===== src/rtl/fetch_ctrl_pkg.sv =====
// fetch_ctrl_pkg
// Shared definitions for the fetch sequencing controller: FSM state codes,
// redirect source IDs and default parameter values.
// The PC/redirect width follows the global `InstCatchDepth define. If no
// global define is visible, a 32-bit fallback is used.

`ifndef InstCatchDepth
`define InstCatchDepth 32
`endif

package fetch_ctrl_pkg;

  localparam int unsigned ADDR_W_DEF       = `InstCatchDepth;
  localparam int unsigned FLUSH_CYCLES_DEF = 2;
  localparam int unsigned FLUSH_CNT_W      = 4;  // enough for FLUSH_CYCLES up to 15

  typedef enum logic [1:0] {
    ST_RUN   = 2'd0,
    ST_FLUSH = 2'd1,
    ST_HALT  = 2'd2
  } fc_state_e;

  typedef enum logic [1:0] {
    SRC_NONE = 2'd0,
    SRC_EX   = 2'd1,
    SRC_TRAP = 2'd2
  } src_id_e;

endpackage


===== src/rtl/fetch_ctrl_redirect_arb.sv =====
// fetch_ctrl_redirect_arb
// Redirect arbitration for fetch_ctrl. It picks the winning incoming request
// (trap over execute-stage jump) and keeps one pending redirect that is
// captured while memory is stalled. The pending redirect wins over anything
// incoming, and it is cleared on the first unstalled cycle, which is the
// cycle it issues.
//
// Ports
//   clk, rst          clock, async active-high reset
//   trap_en_i         trap requests are accepted (not halted)
//   ex_en_i           execute jumps are accepted (plain RUN only)
//   trap_req_i/vec_i  trap request and handler address
//   ex_jump_req_i     execute-stage taken branch/jump
//   ex_jump_addr_i    its target
//   mem_stall_i       memory stall / hazard
//   cand_valid_o      a redirect is ready to issue or waiting on the stall
//   cand_src_o        source of the candidate (SRC_EX / SRC_TRAP)
//   cand_addr_o       candidate target address

module fetch_ctrl_redirect_arb
  import fetch_ctrl_pkg::*;
#(
  parameter int unsigned ADDR_W = ADDR_W_DEF
) (
  input  logic              clk,
  input  logic              rst,
  input  logic              trap_en_i,
  input  logic              ex_en_i,
  input  logic              trap_req_i,
  input  logic [ADDR_W-1:0] trap_vec_i,
  input  logic              ex_jump_req_i,
  input  logic [ADDR_W-1:0] ex_jump_addr_i,
  input  logic              mem_stall_i,
  output logic              cand_valid_o,
  output src_id_e           cand_src_o,
  output logic [ADDR_W-1:0] cand_addr_o
);

  src_id_e           pend_src_q, pend_src_d;
  logic [ADDR_W-1:0] pend_addr_q, pend_addr_d;
  src_id_e           in_src;
  logic [ADDR_W-1:0] in_addr;

  // Incoming winner, trap first.
  // NOTE: every signal assigned in an always_comb gets a default first, so no
  // path leaves it unassigned and no latch is inferred.
  always_comb begin
    in_src  = SRC_NONE;
    in_addr = '0;
    if (trap_req_i && trap_en_i) begin
      in_src  = SRC_TRAP;
      in_addr = trap_vec_i;
    end else if (ex_jump_req_i && ex_en_i) begin
      in_src  = SRC_EX;
      in_addr = ex_jump_addr_i;
    end
  end

  // A pending redirect always takes precedence over what arrives this cycle.
  always_comb begin
    if (pend_src_q != SRC_NONE) begin
      cand_src_o  = pend_src_q;
      cand_addr_o = pend_addr_q;
    end else begin
      cand_src_o  = in_src;
      cand_addr_o = in_addr;
    end
    cand_valid_o = (cand_src_o != SRC_NONE);
  end

  always_comb begin
    pend_src_d  = pend_src_q;
    pend_addr_d = pend_addr_q;
    if (!mem_stall_i) begin
      // Unstalled: whatever was pending issues now, so the slot empties.
      pend_src_d  = SRC_NONE;
      pend_addr_d = '0;
    end else if (in_src == SRC_TRAP && pend_src_q != SRC_TRAP) begin
      // A trap replaces a waiting execute jump; that jump was wrong-path.
      pend_src_d  = SRC_TRAP;
      pend_addr_d = in_addr;
    end else if (in_src == SRC_EX && pend_src_q == SRC_NONE) begin
      pend_src_d  = SRC_EX;
      pend_addr_d = in_addr;
    end
  end

  // NOTE: the pending redirect is real control state, so it is cleared by the
  // async reset; a stale target must never survive a reset.
  always_ff @(posedge clk or posedge rst) begin
    if (rst) begin
      pend_src_q  <= SRC_NONE;
      pend_addr_q <= '0;
    end else begin
      pend_src_q  <= pend_src_d;
      pend_addr_q <= pend_addr_d;
    end
  end

endmodule


===== src/rtl/fetch_ctrl.sv =====
// fetch_ctrl
// Sequencing controller for the instruction-fetch PC register. It is the
// only driver of the fetch stage's hold / jump_flag / jump_addr. It also
// produces the flush strobe that squashes wrong-path decode/execute contents.
//
// Ports
//   clk, rst       clock, async active-high reset
//   ex_jump_req    execute stage resolved a taken branch/jump
//   ex_jump_addr   its target
//   trap_req       interrupt/exception; held by the requester until trap_ack
//   trap_vec       trap handler address
//   mem_stall      memory not ready or load-use hazard
//   halt_req       debug halt request (level)
//   resume_req     debug resume (single-cycle pulse)
//   hold           freeze PC
//   jump_flag      load jump_addr into PC this edge
//   jump_addr      redirect target (0 when jump_flag is low)
//   flush          invalidate decode/execute contents
//   trap_ack       trap redirect issued this cycle
//   halted         core is in debug halt
//
// FLUSH_CYCLES must be in 1..15. The issue cycle is the first flush cycle,
// so the FLUSH state lasts FLUSH_CYCLES-1 advancing cycles after it.

module fetch_ctrl
  import fetch_ctrl_pkg::*;
#(
  parameter int unsigned ADDR_W       = ADDR_W_DEF,
  parameter int unsigned FLUSH_CYCLES = FLUSH_CYCLES_DEF
) (
  input  logic              clk,
  input  logic              rst,
  input  logic              ex_jump_req,
  input  logic [ADDR_W-1:0] ex_jump_addr,
  input  logic              trap_req,
  input  logic [ADDR_W-1:0] trap_vec,
  input  logic              mem_stall,
  input  logic              halt_req,
  input  logic              resume_req,
  output logic              hold,
  output logic              jump_flag,
  output logic [ADDR_W-1:0] jump_addr,
  output logic              flush,
  output logic              trap_ack,
  output logic              halted
);

  localparam logic [FLUSH_CNT_W-1:0] CNT_LOAD = FLUSH_CNT_W'(FLUSH_CYCLES - 1);

  fc_state_e              state_q;
  logic [FLUSH_CNT_W-1:0] cnt_q;      // FLUSH cycles left, including the current one
  logic                   cand_valid;
  src_id_e                cand_src;
  logic [ADDR_W-1:0]      cand_addr;
  logic                   issue;

  // Execute jumps are wrong-path while flushing; nothing is taken in HALT.
  fetch_ctrl_redirect_arb #(.ADDR_W(ADDR_W)) u_redirect_arb (
    .clk            (clk),
    .rst            (rst),
    .trap_en_i      (state_q != ST_HALT),
    .ex_en_i        (state_q == ST_RUN),
    .trap_req_i     (trap_req),
    .trap_vec_i     (trap_vec),
    .ex_jump_req_i  (ex_jump_req),
    .ex_jump_addr_i (ex_jump_addr),
    .mem_stall_i    (mem_stall),
    .cand_valid_o   (cand_valid),
    .cand_src_o     (cand_src),
    .cand_addr_o    (cand_addr)
  );

  // Redirect outputs are combinational from inputs. They are gated by rst
  // so that all outputs fall to 0 the moment reset asserts, even while a
  // trap or stall is still being driven.
  assign issue = cand_valid && !mem_stall && !rst;

  // NOTE: state registers use non-blocking assignments so every flop samples
  // the pre-edge values, independent of statement order.
  always_ff @(posedge clk or posedge rst) begin
    if (rst) begin
      state_q <= ST_RUN;
      cnt_q   <= '0;
    end else if (issue) begin
      // Issue from RUN, or a trap in FLUSH: (re)start the flush window.
      if (FLUSH_CYCLES > 1) begin
        state_q <= ST_FLUSH;
        cnt_q   <= CNT_LOAD;
      end else begin
        state_q <= ST_RUN;
        cnt_q   <= '0;
      end
    end else begin
      case (state_q)
        ST_RUN: begin
          if (halt_req && !cand_valid && !mem_stall) state_q <= ST_HALT;
        end
        ST_FLUSH: begin
          // Stalled cycles do not advance, which stretches the flush pulse.
          if (!mem_stall) begin
            if (cnt_q <= 1) begin
              state_q <= ST_RUN;
              cnt_q   <= '0;
            end else begin
              cnt_q <= cnt_q - 1'b1;
            end
          end
        end
        ST_HALT: begin
          if (resume_req) state_q <= ST_RUN;
        end
        default: begin
          state_q <= ST_RUN;
          cnt_q   <= '0;
        end
      endcase
    end
  end

  assign hold      = !rst && (mem_stall || state_q == ST_HALT);
  assign jump_flag = issue;
  assign jump_addr = issue ? cand_addr : '0;
  assign trap_ack  = issue && (cand_src == SRC_TRAP);
  assign flush     = issue || (state_q == ST_FLUSH);
  assign halted    = (state_q == ST_HALT);

endmodule


===== config.mk =====
export PLATFORM = sky130hd
export DESIGN_NAME = fetch_ctrl
export DESIGN_NICKNAME = d
export VERILOG_FILES = /design/src/rtl/fetch_ctrl_pkg.sv /design/src/rtl/fetch_ctrl_redirect_arb.sv /design/src/rtl/fetch_ctrl.sv
export SDC_FILE = /design/constraint.sdc
export NUM_CORES = 1
export LEC_CHECK = 0
export ABC_AREA = 1
export BUFFER_PORTS_ARGS = -buffer_cell sky130_fd_sc_hd__buf_2
export CAP_MARGIN = 20
export CELL_PAD_IN_SITES_DETAIL_PLACEMENT = 1
export CELL_PAD_IN_SITES_GLOBAL_PLACEMENT = 1
export CORE_MARGIN = 5
export CORE_UTILIZATION = 37
export DETAILED_ROUTE_END_ITERATION = 6
export HOLD_SLACK_MARGIN = 0.1
export PLACE_DENSITY = 0.93
export SLEW_MARGIN = 10
export SYNTH_ARGS = -nofsm -noshare
export SYNTH_HDL_FRONTEND = slang
export SYNTH_HIERARCHICAL = 1
export SYNTH_SLANG_ARGS = --single-unit

===== constraint.sdc =====
create_clock -name clk -period 4.79 [get_ports clk]
set_clock_uncertainty 0.2 [all_clocks]
set_input_delay 0.958 -clock clk [delete_from_list [all_inputs] [get_ports clk]]
set_output_delay 0.958 -clock clk [all_outputs]
set_load 0.1 [all_outputs]

==> impl_metrics.env, run 1 <==
export IMPL_status="completed"
export IMPL_path_class="in -> out"
export IMPL_clock_sinks=40
export IMPL_synth_avg_cell_area_um2=6.425
export IMPL_rsz0062_at_grt="no"
export IMPL_relSlewSlack_pct=53.41
export IMPL_cts_htree_levels=2
export IMPL_crit_fanout=33
export IMPL_tightest_slew_ns=0.6988
export IMPL_vias=3549
export IMPL_drt_initial_drc_count=95
export IMPL_leakage_nw=2.177
export IMPL_p_per_area_nw_per_um2=482.9
export IMPL_drv_slew=0
export IMPL_start_kind="primary input"
export IMPL_utilization_pct=44.70
export IMPL_syn_area_um2=3045
export IMPL_max_freq_mhz=262.0
export IMPL_final_antenna_net_count=0
export IMPL_grt_ovfl_total=0
export IMPL_drt_wl_total_um=10390
export IMPL_first_pass_iters=7
export IMPL_fp_dieW_um=100.7
export IMPL_fin_crit_sh_pct=79.69
export IMPL_synth_seq_cells=40
export IMPL_grt_use_total_pct=20.88
export IMPL_tns_ns=0
export IMPL_post_cts_setup_buffers=0
export IMPL_post_drt_via_cell_ratio=5.353
export IMPL_clockBufferDepth=2
export IMPL_finalSetupViolCount=0
export IMPL_ys_seq_area_share_pct=32.87
export IMPL_period_needed_ns=3.817
export IMPL_final_nets=631
export IMPL_hold_path_class="reg -> reg"
export IMPL_syn2layout_area_growth_pct=19.39
export IMPL_cts_hold_buf=0
export IMPL_multiInputGateArea_um2=1658
export IMPL_cts_root_buf="clkbuf_8"
export IMPL_antennaDiodeCount=0
export IMPL_gp_congestion=0.8224
export IMPL_wl_per_cell_um=15.66
export IMPL_num_fill_cells=1140
export IMPL_post_dp_hpwl_um=7382
export IMPL_grt_pass1_vias=3747
export IMPL_synth_cells=474
export IMPL_crit_arrival_ns=2.66
export IMPL_cts_tree="done"
export IMPL_synth_net_count=547
export IMPL_fp_row_count=33
export IMPL_power_mw=1.756
export IMPL_synth_cell_types=28
export IMPL_grt_pass1_wl_um=17480
export IMPL_chipHeight_um=100.7
export IMPL_ir_worst_vdd_uv=190.4
export IMPL_initial_core_util_pct=37.44
export IMPL_required_ns=3.63
export IMPL_core_area_um2=8134
export IMPL_hold_viol=0
export IMPL_grt_max_degree=70
export IMPL_endpoint_kind="output port"
export IMPL_antenna_found_initial=0
export IMPL_cts_resized_gates=0
export IMPL_path_clk_slew_ns=0.07
export IMPL_drv_cap=0
export IMPL_drive_above_1_share_pct=23.66
export IMPL_ff_latch_area_um2=1001
export IMPL_portBuffers=107
export IMPL_io_pins=108
export IMPL_yosys_warnings=6
export IMPL_insertion_delay_ns=0.29
export IMPL_drc=0
export IMPL_die_area_um2=10150
export IMPL_cts_buffers=5
worst paths after layout:
path	endpoint	slack (ns)	depth (start not counted)	startpoint
setup / recovery	jump_addr[18]	0.97	8	trap_req
hold / removal	u_redirect_arb/pend_addr_q[14]$_DFFE_PP0P_	0.33	2	u_redirect_arb/pend_addr_q[14]$_DFFE_PP0P_
setup reg to reg	u_redirect_arb/pend_addr_q[30]$_DFFE_PP0P_	2.11	7	state_q[1]$_DFFE_PP0P_
hold reg to reg	u_redirect_arb/pend_addr_q[14]$_DFFE_PP0P_	0.33	2	u_redirect_arb/pend_addr_q[14]$_DFFE_PP0P_
max in group asynchronous	u_redirect_arb/pend_addr_q[28]$_DFFE_PP0P_	3.13	3	rst
min in group asynchronous	state_q[1]$_DFFE_PP0P_	0.42	2	rst
layout by cell type, fill, tap and decap left out:
cell type	instances
a21boi_0	1
a21oi_1	1
a21oi_2	1
a31oi_1	33
and3_1	1
buf_2	107
buf_4	6
clkbuf_1	1
clkbuf_8	5
clkinv_2	1
dfrtp_1	40
ha_1	2
inv_1	47
inv_2	3
nand2_1	118
nand2_2	2
nand2_4	1
nand3_1	66
nand3_2	2
nand3_4	1
nand3b_1	1
nand4_1	34
nor2_1	73
nor2_2	2
nor2_4	1
nor3_1	1
o21ai_0	3
o21ai_1	2
o21bai_1	1
xor2_1	1
final cells by class:
class                   count  share of cell area (%)
clock buffers               6                   1.996
clock inverters             1                  0.1376
inverters                  50                   5.162
multi-input cells         348                   45.60
flip-flops and latches     40                   27.53
well taps                 105                   3.613
repair buffers            113                   15.97
metal layers:
layer / up-vias / GRT usage [%] / share of wire [%] / wire, µm
li1: 1731 / - / - / -
met1: 1722 / 24.97 / 41 / 4307
met2: 83 / 37.92 / 53 / 5454
met3: 13 / 3.945 / 4.8 / 501
met4: 0 / 5.699 / 1.2 / 122
met5: - / 0 / 0 / 0
power by group:
group          total (mW)  leakage, nW  internal [mW]  switching [mW]
sequential          0.470        0.535          0.413          0.0569
combinational        1.07         1.60          0.256           0.818
clock               0.211       0.0410         0.0991           0.112
total                1.76         2.18          0.768           0.987
sequential cells by signal, indices dropped and copies added, names as in the netlist:
signal                      count
u_redirect_arb/pend_addr_q     32
cnt_q                           4
state_q                         2
u_redirect_arb/pend_src_q       2
critical path, stage by stage:
cell and delay (ns):
buf_2 0.10, nand2_2 0.07, inv_2 0.50, nand2_1 0.19, a31oi_1 0.26, inv_1 0.06, nor2_1 0.09, buf_2 0.43
through the flow:
step / hold WS (ns) / setup slack, ns / area, µm² / cells
6_report: 0.3337 / 0.9727 / 3636 / 663
4_1_cts: 0.3379 / 0.9552 / 3636 / 663
5_1_grt: 0.3574 / 0.8139 / 3636 / 663
2_1_floorplan: 0.2924 / 0.05732 / 3045 / 474
3_3_place_gp: 0.3060 / 1.116 / 3558 / 656
3_5_place_dp: 0.3189 / 0.9780 / 3558 / 656
synthesized netlist by cell type (all sizes together):
| master | count | area, µm² |
|---|---|---|
| nand2 | 121 | 466.7 |
| nor2 | 76 | 292.8 |
| nand3 | 69 | 367.9 |
| inv | 50 | 187.7 |
| dfrtp | 40 | 1001 |
| buf | 34 | 196.4 |
| nand4 | 34 | 212.7 |
| a31oi | 33 | 206.5 |
| o21ai | 5 | 25.02 |
| a21oi | 2 | 13.76 |
| clkbuf | 2 | 7.510 |
| ha | 2 | 25.02 |
| a21boi | 1 | 7.510 |
| and3 | 1 | 6.260 |
| nand3b | 1 | 7.510 |
| nor3 | 1 | 5.000 |
| o21bai | 1 | 7.510 |
| xor2 | 1 | 8.760 |
kinds of logic (layout without fill, tap and decap cells):
group	count (synthesis)	in the layout	synth area share, %
AO/OA/AOI/OAI	42	42	8.546
buffers and inverters	86	170	12.86
flip-flops	40	40	32.87
AND/OR/NAND/NOR	303	303	44.62
XOR/XNOR	1	1	0.2876
adder cells (fa/ha/maj)	2	2	0.8216
(Power assumes the default switching activity.)
==> run 2, diff against run 1 <==
- CORE_UTILIZATION: 37 -> 31
- PLACE_DENSITY: 0.93 -> 0.83
- clock period: 4.79 -> 3.5 ns (I/O delays scaled with it)
==> impl_metrics.env, run 2 (synthesis gave the netlist of run 1 again) <==
export IMPL_status="completed"
export IMPL_grt_pass1_wl_um=17980
export IMPL_antennaDiodeCount=0
export IMPL_cts_buffers=5
export IMPL_r2r_slack_ns=0.81
export IMPL_initial_core_util_pct=31.45
export IMPL_grt_use_total_pct=18.60
export IMPL_cts_htree_levels=2
export IMPL_drv_cap=0
export IMPL_largest_reg_flops=32
export IMPL_syn2layout_area_growth_pct=39.85
export IMPL_path_class="reg -> out"
export IMPL_post_cts_setup_buffers=0
export IMPL_post_drt_via_cell_ratio=5.108
export IMPL_fin_crit_sh_pct=91.46
export IMPL_drc=0
export IMPL_top_register="u_redirect_arb/pend_addr_q"
export IMPL_cts_hold_buf=0
export IMPL_first_pass_iters=4
export IMPL_cts_tree="done"
export IMPL_drt_wl_total_um=10780
export IMPL_combPwrFrac_pct=61.8
export IMPL_post_dp_hpwl_um=7959
export IMPL_clockBufferDepth=2
export IMPL_hold_path_class="in -> async"
export IMPL_cts_root_buf="clkbuf_8"
export IMPL_drt_initial_drc_count=147
export IMPL_grt_ovfl_total=0
export IMPL_p_sw_mw=1.405
export IMPL_clkPwrFrac_pct=14.1
export IMPL_crit_fanout=33
export IMPL_pwr_share_seq_pct=24.0
export IMPL_final_cell_mix="nand2_1, buf_2, nor2_1, nand3_1, inv_1"
export IMPL_cts_resized_gates=0
export IMPL_endpoint_kind="output port"
export IMPL_top_regs="u_redirect_arb/pend_addr_q: 32 flops, cnt_q: 4 flops"
export IMPL_antenna_found_initial=0
export IMPL_period_needed_ns=3.201
export IMPL_power_mw=2.685
export IMPL_clock_sinks=40
export IMPL_vias=3560
export IMPL_ir_worst_vdd_uv=289.8
export IMPL_fp_dieW_um=109.1
export IMPL_fp_row_count=36
export IMPL_crit_arrival_ns=2.30
export IMPL_io_pins=108
export IMPL_portBuffers=107
export IMPL_chipHeight_um=109.1
export IMPL_num_fill_cells=1267
export IMPL_final_common_cell="nand2_1"
export IMPL_drive_above_1_share_pct=24.82
export IMPL_hold_viol=0
export IMPL_required_ns=2.60
export IMPL_leakage_nw=2.315
export IMPL_rsz0062_at_grt="no"
export IMPL_path_clk_slew_ns=0.08
export IMPL_internal_power_mw=1.280
export IMPL_multiInputGateArea_um2=1665
export IMPL_rr_endpoint="u_redirect_arb/pend_addr_q[12]$_DFFE_PP0P_"
export IMPL_grt_pass1_vias=3707
export IMPL_p_sw_share_pct=52.33
export IMPL_core_area_um2=9684
export IMPL_reg2reg_depth=8
export IMPL_wl_per_cell_um=15.47
export IMPL_final_nets=636
export IMPL_p_per_area_nw_per_um2=630.5
export IMPL_drv_slew=0
export IMPL_worstReg2RegStart="state_q[1]$_DFFE_PP0P_"
export IMPL_tightest_slew_ns=0.6801
export IMPL_die_area_um2=11910
export IMPL_ff_latch_area_um2=1001
export IMPL_finalSetupViolCount=0
export IMPL_insertion_delay_ns=0.30
export IMPL_max_freq_mhz=312.4
export IMPL_grt_max_degree=70
export IMPL_relSlewSlack_pct=54.66
export IMPL_final_antenna_net_count=0
export IMPL_utilization_pct=43.98
export IMPL_start_kind="flop"
export IMPL_gp_congestion=0.7551
-- run 2: layout make-up --
type / instances / area share [%]
multi-input cells: 348 / 39.10
inverters: 50 / 4.436
flip-flops and latches: 40 / 23.50
clock inverters: 3 / 0.9988
well taps: 133 / 3.907
repair buffers: 118 / 26.44
clock buffers: 5 / 1.616
-- run 2: how the worst max path moves through the flow --
stage | to | from | slack [ns] | cells past startpoint
after detailed placement | jump_addr[17] | ex_jump_req | 0.38 | 8
after global routing | jump_addr[14] | state_q[1]$_DFFE_PP0P_ | 0.09 | 8
after floorplan | jump_addr[23] | trap_req | -0.13 | 7
after global placement | jump_addr[9] | ex_jump_req | 0.48 | 8
final | jump_addr[28] | state_q[1]$_DFFE_PP0P_ | 0.30 | 8
after CTS | jump_addr[28] | state_q[1]$_DFFE_PP0P_ | 0.16 | 8
-- run 2: worst max-delay path, stage by stage, from the launching register on --
cell and delay [ns]:
dfrtp_1 0.44, nor2_1 0.20, nand2_1 0.12, clkinv_2 0.38, nand3_1 0.19, a31oi_1 0.19, inv_1 0.06, nor2_1 0.20
buf_12 0.21
-- run 2: power by group through the flow --
stage	clock, mW	combinational, mW	sequential [mW]
after floorplan	0	1.20	0.625
after global placement	0	1.59	0.638
after detailed placement	0	1.65	0.650
after CTS	0.390	1.67	0.644
after global routing	0.410	1.81	0.655
final	0.379	1.66	0.646
-- run 2: metrics by stage --
step | cell area, µm² | instances | worst slack [ns] | setup TNS (ns) | hold WS, ns
after CTS | 4258 | 697 | 0.1614 | 0 | 0.1491
after floorplan | 3053 | 474 | -0.1323 | -3.842 | 0.2910
after global routing | 4259 | 697 | 0.08513 | 0 | 0.1725
after global placement | 4146 | 689 | 0.4751 | 0 | 0.3078
final | 4259 | 697 | 0.2990 | 0 | 0.1509
after detailed placement | 4146 | 689 | 0.3791 | 0 | 0.3163
-- run 2: per-layer routing --
metal | routed length [µm] | track usage, %
met1 | 4635 | 22.22
met5 | 0 | 0
met2 | 5540 | 34.17
met3 | 433 | 3.256
met4 | 174 | 4.779
